===== src/rtl/hack_cpu_ctrl_if.sv =====
// hack_cpu_ctrl_if: ROM, RAM and ALU signals between the Hack CPU control stage and its environment.
interface hack_cpu_ctrl_if #(parameter int PC_W = 15);
  logic [PC_W-1:0] imem_addr;
  logic [15:0]     imem_data;
  logic [15:0]     dmem_addr;
  logic [15:0]     dmem_rdata;
  logic [15:0]     dmem_wdata;
  logic            dmem_we;
  logic [15:0]     alu_x;
  logic [15:0]     alu_y;
  logic            alu_zx;
  logic            alu_nx;
  logic            alu_zy;
  logic            alu_ny;
  logic            alu_f;
  logic            alu_no;
  logic [15:0]     alu_out;
  logic            alu_zr;
  logic            alu_ng;
  logic            halted;
  modport master (
    output imem_addr, dmem_addr, dmem_wdata, dmem_we, alu_x, alu_y,
           alu_zx, alu_nx, alu_zy, alu_ny, alu_f, alu_no, halted,
    input  imem_data, dmem_rdata, alu_out, alu_zr, alu_ng
  );
  modport slave (
    input  imem_addr, dmem_addr, dmem_wdata, dmem_we, alu_x, alu_y,
           alu_zx, alu_nx, alu_zy, alu_ny, alu_f, alu_no, halted,
    output imem_data, dmem_rdata, alu_out, alu_zr, alu_ng
  );
endinterface


===== src/rtl/hack_cpu_ctrl.sv =====
// hack_cpu_ctrl: multi-cycle Hack CPU control/datapath feeding an external combinational ALU.
// Optional HACK_HALT_DETECT_EN: a taken self-jump parks the CPU in HALT until reset.
module hack_cpu_ctrl #(
  parameter int              PC_W      = 15,
  parameter logic [PC_W-1:0] RESET_VEC = '0
) (
  input logic            clk,
  input logic            reset,
  hack_cpu_ctrl_if.master bus
);
`ifdef HACK_HALT_DETECT_EN
  typedef enum logic [2:0] {FETCH, DECODE, MREAD, EXEC, HALT} state_e;
`else
  typedef enum logic [2:0] {FETCH, DECODE, MREAD, EXEC} state_e;
`endif
  state_e          state_q, state_d;
  logic [PC_W-1:0] pc_q, pc_d;
  logic [15:0]     a_q, a_d, d_q, d_d, m_q, m_d;
  logic [12:0]     ir_q, ir_d;
  logic            we, take;
  assign take = (ir_q[2] & bus.alu_ng) | (ir_q[1] & bus.alu_zr) | (ir_q[0] & ~bus.alu_ng & ~bus.alu_zr);
  always_comb begin
    state_d = state_q;
    pc_d    = pc_q;
    a_d     = a_q;
    d_d     = d_q;
    m_d     = m_q;
    ir_d    = ir_q;
    we      = 1'b0;
    case (state_q)
      FETCH: state_d = DECODE;
      DECODE: begin
        ir_d = bus.imem_data[12:0];
        if (!bus.imem_data[15]) begin
          a_d     = bus.imem_data;
          pc_d    = pc_q + PC_W'(1);
          state_d = FETCH;
        end else state_d = bus.imem_data[12] ? MREAD : EXEC;
      end
      MREAD: begin
        m_d     = bus.dmem_rdata;
        state_d = EXEC;
      end
      EXEC: begin
        a_d     = ir_q[5] ? bus.alu_out : a_q;
        d_d     = ir_q[4] ? bus.alu_out : d_q;
        we      = ir_q[3];
        pc_d    = take ? a_q[PC_W-1:0] : pc_q + PC_W'(1);
        state_d = FETCH;
`ifdef HACK_HALT_DETECT_EN
        if (take && a_q[PC_W-1:0] == pc_q) state_d = HALT;
`endif
      end
      default: ;
    endcase
  end
  always_ff @(posedge clk or posedge reset)
    if (reset) begin
      state_q <= FETCH;
      pc_q    <= RESET_VEC;
      a_q     <= '0;
      d_q     <= '0;
      m_q     <= '0;
      ir_q    <= '0;
    end else begin
      state_q <= state_d;
      pc_q    <= pc_d;
      a_q     <= a_d;
      d_q     <= d_d;
      m_q     <= m_d;
      ir_q    <= ir_d;
    end
  assign bus.imem_addr  = pc_q;
  assign bus.dmem_addr  = a_q;
  assign bus.dmem_we    = we;
  assign bus.dmem_wdata = we ? bus.alu_out : '0;
  assign bus.alu_x      = d_q;
  assign bus.alu_y      = ir_q[12] ? m_q : a_q;
  assign {bus.alu_zx, bus.alu_nx, bus.alu_zy, bus.alu_ny, bus.alu_f, bus.alu_no} = ir_q[11:6];
`ifdef HACK_HALT_DETECT_EN
  assign bus.halted = state_q == HALT;
`else
  assign bus.halted = 1'b0;
`endif
endmodule


===== src/flat_wrapper.sv =====
// flat-port wrapper written by rule: the top's interface ports become plain ports
module hack_cpu_ctrl_flat 
#(
  parameter int              PC_W      = 15,
  parameter logic [PC_W-1:0] RESET_VEC = '0
)
  (clk, reset, bus_imem_addr, bus_dmem_addr, bus_dmem_wdata, bus_dmem_we, bus_alu_x, bus_alu_y, bus_alu_zx, bus_alu_nx, bus_alu_zy, bus_alu_ny, bus_alu_f, bus_alu_no, bus_halted, bus_imem_data, bus_dmem_rdata, bus_alu_out, bus_alu_zr, bus_alu_ng);
  hack_cpu_ctrl_if #(.PC_W(PC_W)) bus_i ();
  input logic clk;
  input logic reset;
  output wire logic [$bits(bus_i.imem_addr)-1:0] bus_imem_addr;
  output wire logic [$bits(bus_i.dmem_addr)-1:0] bus_dmem_addr;
  output wire logic [$bits(bus_i.dmem_wdata)-1:0] bus_dmem_wdata;
  output wire logic [$bits(bus_i.dmem_we)-1:0] bus_dmem_we;
  output wire logic [$bits(bus_i.alu_x)-1:0] bus_alu_x;
  output wire logic [$bits(bus_i.alu_y)-1:0] bus_alu_y;
  output wire logic [$bits(bus_i.alu_zx)-1:0] bus_alu_zx;
  output wire logic [$bits(bus_i.alu_nx)-1:0] bus_alu_nx;
  output wire logic [$bits(bus_i.alu_zy)-1:0] bus_alu_zy;
  output wire logic [$bits(bus_i.alu_ny)-1:0] bus_alu_ny;
  output wire logic [$bits(bus_i.alu_f)-1:0] bus_alu_f;
  output wire logic [$bits(bus_i.alu_no)-1:0] bus_alu_no;
  output wire logic [$bits(bus_i.halted)-1:0] bus_halted;
  input wire logic [$bits(bus_i.imem_data)-1:0] bus_imem_data;
  input wire logic [$bits(bus_i.dmem_rdata)-1:0] bus_dmem_rdata;
  input wire logic [$bits(bus_i.alu_out)-1:0] bus_alu_out;
  input wire logic [$bits(bus_i.alu_zr)-1:0] bus_alu_zr;
  input wire logic [$bits(bus_i.alu_ng)-1:0] bus_alu_ng;
  assign bus_imem_addr = bus_i.imem_addr;
  assign bus_dmem_addr = bus_i.dmem_addr;
  assign bus_dmem_wdata = bus_i.dmem_wdata;
  assign bus_dmem_we = bus_i.dmem_we;
  assign bus_alu_x = bus_i.alu_x;
  assign bus_alu_y = bus_i.alu_y;
  assign bus_alu_zx = bus_i.alu_zx;
  assign bus_alu_nx = bus_i.alu_nx;
  assign bus_alu_zy = bus_i.alu_zy;
  assign bus_alu_ny = bus_i.alu_ny;
  assign bus_alu_f = bus_i.alu_f;
  assign bus_alu_no = bus_i.alu_no;
  assign bus_halted = bus_i.halted;
  assign bus_i.imem_data = bus_imem_data;
  assign bus_i.dmem_rdata = bus_dmem_rdata;
  assign bus_i.alu_out = bus_alu_out;
  assign bus_i.alu_zr = bus_alu_zr;
  assign bus_i.alu_ng = bus_alu_ng;
  hack_cpu_ctrl #(.PC_W(PC_W), .RESET_VEC(RESET_VEC)) u_core (.clk(clk), .reset(reset), .bus(bus_i));
endmodule

===== config.mk =====
export PLATFORM = sky130hd
export DESIGN_NAME = hack_cpu_ctrl_flat
export DESIGN_NICKNAME = d
export VERILOG_FILES = /design/src/rtl/hack_cpu_ctrl_if.sv /design/src/rtl/hack_cpu_ctrl.sv /design/src/flat_wrapper.sv
export SDC_FILE = /design/constraint.sdc
export NUM_CORES = 1
export LEC_CHECK = 0
export ABC_CLOCK_PERIOD_IN_PS = 2300
export BUFFER_PORTS_ARGS = -buffer_cell sky130_fd_sc_hd__buf_2
export CAP_MARGIN = 15
export CORE_UTILIZATION = 31
export DETAILED_ROUTE_END_ITERATION = 16
export HOLD_SLACK_MARGIN = 0.12
export PLACE_DENSITY = 0.61
export SLEW_MARGIN = 20
export SYNTH_ARGS = -nofsm -noshare
export SYNTH_HDL_FRONTEND = slang
export SYNTH_SLANG_ARGS = --single-unit

===== constraint.sdc =====
create_clock -name clk -period 2.3 [get_ports clk]
set_input_delay 0.23 -clock clk [delete_from_list [all_inputs] [get_ports clk]]
set_output_delay 0.23 -clock clk [all_outputs]
set_load 0.01 [all_outputs]

== After elaboration in Yosys (flattened, before gate mapping) ==
Cells that the tools add are included.
Storage, ports and cells
  latch bits: 0
  memory bits (writable): 0
  register bits: 79
  memories: 0
  bits in read-only memories: 0
  word-level logic and storage cells: 38
Cells by class
  mux-type cells: 12
  equal/unequal tests: 5
  reductions and logical operators: 6
  divide/modulo/power cells: 0
  add/subtract/negate cells: 1
  multipliers: 0
  shift operators: 0
  order comparisons: 0
  bitwise operators: 8
Operators by type and width (count)
  $mux 16: 4
  $pmux 16 s2: 1
  $mux 15: 2
  $pmux 15 s2: 1
  $add 15x1->15 const B: 1
  $pmux 3 s4: 1
  $eq 3x2->1 const B: 2
  $and 1x1->1: 4
  $reduce_and 2->1: 2
  $reduce_bool 4->1: 1
  $eq 3x1->1 const B: 1
  $logic_not 3->1: 1
  $mux 3: 1
  $reduce_and 3->1: 1
  $mux 1: 2
  $ne 2x1->1 const B: 1
  $ne 2x2->1 const B: 1
  $not 1->1: 2
  $or 1x1->1: 2
  $reduce_bool 2->1: 1

== Logic depth before layout (Yosys ltp) ==
  word-level depth: 6
  depth in mapped cells: 7
  mapped depth without buffers: 5

== Worst setup path after synthesis ==
Ideal clock, no wire load.
  path kind: register to register
  start point: reg u_core.pc_q[0], in the netlist u_core.bus.imem_addr[0]
  end point: reg u_core.pc_q[14], in the netlist u_core.bus.imem_addr[14]
  cell stages (with the launch flop): 7
  required time: 2.177 ns
  setup time: 0.123 ns
  slack: 0.569 ns
  arrival: 1.609 ns
  period minus slack after synthesis: 1.731 ns
  cells stage by stage: dfrtp_1 ha_1 and4_1 buf_2 nand4_1 or4_1 o221a_2
Between the ends
  cells in the longest elaborated chain, start to end: 3
RTL lines
  from (decl): RTL line hack_cpu_ctrl.sv:17  | logic [PC_W-1:0] pc_q, pc_d;
  from (signal assigned): RTL line hack_cpu_ctrl.sv:67  | pc_q <= pc_d;
  $add 15x1->15 *: RTL line hack_cpu_ctrl.sv:36, hack_cpu_ctrl.sv:48
  $mux 15, on equally long branches: RTL line hack_cpu_ctrl.sv:48, hack_cpu_ctrl.sv:34
  $pmux 15 s2 *: RTL line hack_cpu_ctrl.sv:30  | case (state_q)
Mark *: on every way between the ends. The rest lies on a longest branch, timed or not. The select of a mux whose other input is x is not followed.
A chain may end at the register's enable or synchronous reset.

== Worst setup path in the final report ==
  start point: reg u_core.ir_q[12]
  end point: out bus_alu_y[0]
Between the ends
  cells in the longest elaborated chain, start to end: 1
RTL lines
  from (decl): RTL line hack_cpu_ctrl.sv:19  | logic [12:0] ir_q, ir_d;
  from (signal assigned): RTL line hack_cpu_ctrl.sv:71  | ir_q <= ir_d;
  $mux 16: RTL line hack_cpu_ctrl.sv:78  | assign bus.alu_y = ir_q[12] ? m_q : a_q;
  to (decl): RTL line flat_wrapper.sv:16  | output wire logic [$bits(bus_i.alu_y)-1:0] bus_alu_y;
No other way between the ends.

==> flow_results.org <==
** Synthesis
- The biggest area contributor in the post-synthesis netlist is sky130_fd_sc_hd__dfrtp_1.
- Of the total synthesized cell area, the portion taken by full adders, half adders and majority gates is 0.00328.
- Synthesis inferred 78 register bits.
- A synthesized cell averages 11.0 um^2.
- In this run the cell area of the synthesized design comes to 3810 um^2.
- Nets in the synthesized netlist :: 399
- Complex-gate fraction of the synthesized area :: 0.0945
- Post-synth EDFFs :: 0
- Synth Instances :: 346
- Of the total synthesized cell area, the portion taken by AND, OR, NAND and NOR gates is 0.147.
- In the post-synthesis netlist, the biggest area contributors are sky130_fd_sc_hd__dfrtp_1 51%, sky130_fd_sc_hd__mux2_2 18%, sky130_fd_sc_hd__nand2_1 3.9%.
- Of the synthesized area, sequential elements account for 0.512.
- Measured against the total synthesized area, the mux share comes to 0.201.
- Synth async-reset ratio :: 1.00
- Largest family of logic cells by synthesized area :: multiplexers
- The share of synthesized area in the top cell type comes to 0.512.
- Post-synthesis share of cell area spent on xor and xnor gates :: 0
- Number of distinct standard cells referenced by the synthesized netlist :: 38
- The Yosys step of the flow raised 0 warnings.
- For this run, the leading register cell type out of synthesis is sky130_fd_sc_hd__dfrtp_1.

** Setup path
- Worst reg2reg path startpoint :: u_core.bus.imem_addr[5]
- Length in cells of the worst reg-to-reg path :: 4
- In this run the worst path has a maximum fanout of 18.
- Slowest library cell on the worst path :: sky130_fd_sc_hd__dfrtp_1
- The signal on the critical path passes through mux2_2, buf_2.
- Endpoint of the worst register-to-register path :: u_core.bus.imem_addr[14]
- FF-to-FF setup slack :: 0.56 ns
- Data on the critical path arrives at its endpoint at 1.73 ns.
- The worst setup path is launched from a flip-flop.
- The worst setup path is of the flip-flop to output pin kind.
- STA classifies the critical path endpoint as an output pin.
- STA puts the critical path data required time at 2.07 ns.
- In this design, the stage delay of the slowest critical-path cell is 0.83 ns.
- The most critical setup path has its startpoint at u_core.ir_q[12].

** Power and ir drop
- VDD IR max :: 0.581 mV
- Total design power :: 7.29 mW
- In this run the static leakage power is 2.33 nW.
- P per Cell Area :: 1480 nW/um^2

** Die
- From left edge to right edge, the die measures 113 um.
- The die covers 12700 um^2.
- IO Count :: 139
- In this run the core area contains 40 standard-cell rows.
- Floorplan Core Area :: 12000 um^2
- Measured along the y axis, the die boundary spans 113 um.
- The initial utilization of the core area, before any placement, comes to 0.318.

** STA
- Final max-slew violation count :: 0
- Setup violations remaining at the end of the flow were counted as 0.
- The count of final hold-check violations was 0.
- Slew of the pin with the lowest slew margin :: 0.762 ns
- Static timing analysis puts the maximum clock frequency at 509 MHz.
- Fin crit share :: 0.854
- For the final routed database, the setup TNS stands at 0 ns.
- Unrepaired setup endpoints after global routing :: false
- The smallest clock period supported by the final layout is computed as 1.96 ns.
- The clock arrives with 0.00643 ns of skew.
- Headroom to the max-slew limit came out at 0.492.

** Route
- First drt pass iteration count :: 4
- Summed over all layers, the routed wires come to 10.2 mm.
- In this run, the number of DRC markers left after iteration 0 of detailed routing was 129.
- Once detail routing completed, the nets flagged for antenna violations numbered 0.
- Vias post-DR :: 3157
- Dividing the detail-routed wire length by the instance count gives 16.1 um.
- After detailed routing, the number of vias per cell comes to 5.00.
- Remaining DRCs :: 0

** Placement
- The placed instances occupy a cell area of 4640 um^2.
- The congestion estimate from routability-driven global placement came to 0.755.
- Detailed placement ended at an HPWL of 7.57 mm.
- During placement, the flow inserted port buffers numbering 137.

** Layout
- The repair_antennas step left the layout with diodes totalling 0.
- After the last flow step, the layout net total stands at 533.
- Share of final-layout standard cells stronger than drive strength 1 :: 0.474
- Area growth syn-to-layout :: 28.9%
- In the layout the commonest cells are 137 x sky130_fd_sc_hd__buf_2, 78 x sky130_fd_sc_hd__dfrtp_1, 60 x sky130_fd_sc_hd__mux2_2, 40 x sky130_fd_sc_hd__nand2_1, 20 x sky130_fd_sc_hd__and2_1.
- Commonest non-fill, non-tap cell in the layout :: sky130_fd_sc_hd__buf_2
- After routing the design area is 4910 um^2.
- Share of the core filled with cells in the final layout :: 0.409

** CTS
- Clock-pin slew was measured on the worst setup and hold paths at 0.06 ns.
- Post-CTS Setup Bufs :: 0
- In this run the clock root is driven by a sky130_fd_sc_hd__clkbuf_16.
- TritonCTS built the clock tree.
- Number of H-tree branching levels :: 3
- Counting the buffers created by CTS gives 9.
- The longest clock path from root to sink contains 2 buffers.
- The clock net in this run drives a total of 78 sinks.
- The later pin in the worst-skew pair is clocked with a latency of 0.33 ns.

** Global route
- The first global-routing pass estimated 16.4 mm of wire.
- Initial antenna violation count :: 0
- Entering global routing, the biggest net connects 51 pins.
- The via count of the first global-routing pass was 3099.
- Global routing finished with a remaining overflow of 0.
- In the global route stage, overall resource usage came out at 0.166.

** Min path
- Along the worst hold path, the cell count comes to 2.
- The startpoint identified for the worst hold timing path is bus_dmem_rdata[9].
- Min-delay worst type :: primary input to flip-flop
- The path with the worst hold slack has its endpoint at u_core.m_q[9].

** Run status
- The flow ran to the end, and the final reports show no timing, DRC or antenna violations.

** Flow run
- Count of maximum capacitance violations :: 0
## sequential cells by signal, indices dropped and copies added, names as in the netlist, named ones only
register              cells
u_core.bus.dmem_addr     16
u_core.bus.alu_x         16
u_core.ir_q              13
u_core.m_q               16
u_core.bus.imem_addr     15
u_core.state_q            1
## worst max path at each step
stage	endpoint	slack (ns)
after CTS	bus_alu_y[0]	0.31
after detailed placement	u_core.bus.imem_addr[14]	0.59
after floorplan	async pin	0.07
after global routing	bus_alu_y[0]	0.25
final	bus_alu_y[0]	0.34
after global placement	u_core.bus.imem_addr[14]	0.66
## cells in the mapped netlist, types with 4 or more instances
library cell and instances:
sky130_fd_sc_hd__o21ai_0 4, sky130_fd_sc_hd__nand3_1 13, sky130_fd_sc_hd__and2_1 20, sky130_fd_sc_hd__nand2_1 40
sky130_fd_sc_hd__nor2_1 16, sky130_fd_sc_hd__buf_2 8, sky130_fd_sc_hd__mux2_2 60, sky130_fd_sc_hd__dfrtp_1 78
sky130_fd_sc_hd__nand4_1 6, sky130_fd_sc_hd__clkbuf_1 12, sky130_fd_sc_hd__a31oi_1 16, sky130_fd_sc_hd__and4_1 4
sky130_fd_sc_hd__a21oi_1 14, sky130_fd_sc_hd__a2bb2oi_1 8, sky130_fd_sc_hd__inv_1 6, sky130_fd_sc_hd__mux2i_1 9
## per-layer routing
metal,global-route usage,share of wire
met5,0,0
met2,0.259,0.46
met1,0.233,0.48
met4,0.0561,0.0056
met3,0.0321,0.053
## through the flow
stage / hold slack (ns) / instances / setup slack [ns]
after floorplan: 0.340 / 346 / 0.0750
after CTS: 0.124 / 632 / 0.309
after detailed placement: 0.295 / 615 / 0.594
after global placement: 0.291 / 615 / 0.663
final: 0.130 / 632 / 0.336
after global routing: 0.132 / 632 / 0.252
## layout make-up
cell class	count	area (um^2)
Tap cell	147	184
Clock buffer	10	229
Clock inverter	6	38.8
Timing Repair Buffer	148	783
Inverter	6	23.8
Fill cell	1230	7100
Multi-Input combinational cell	237	1700
Sequential cell	78	1950
## kinds of logic (layout without fill, tap and decap cells)
family,count (synthesis),count (layout)
AOI/OAI and AO/OA,54,54
other,1,1
buffers and inverters,31,170
and+or+nand+nor,112,112
adders and majority gates,1,1
DFF,78,78
muxes,69,69
## power breakdown
part / switching, mW / total, mW / internal (mW) / leakage [nW]
Clock: 0.552 / 1.28 / 0.726 / 0.128
Sequential: 0.683 / 2.76 / 2.08 / 0.900
Combinational: 1.62 / 3.25 / 1.63 / 1.30
## worst max-delay path, delay by kind of cell, from the launching register on
family	cells	cell delay [ns]
buf+inv	1	0.15
flops	1	0.83
mux	1	0.42
## timing repair
action,CTS,global route
hold endpoints to repair,28,0
hold buffers,1,0
resized for setup,0,0
Note: power is estimated with default switching activity, not from simulation.
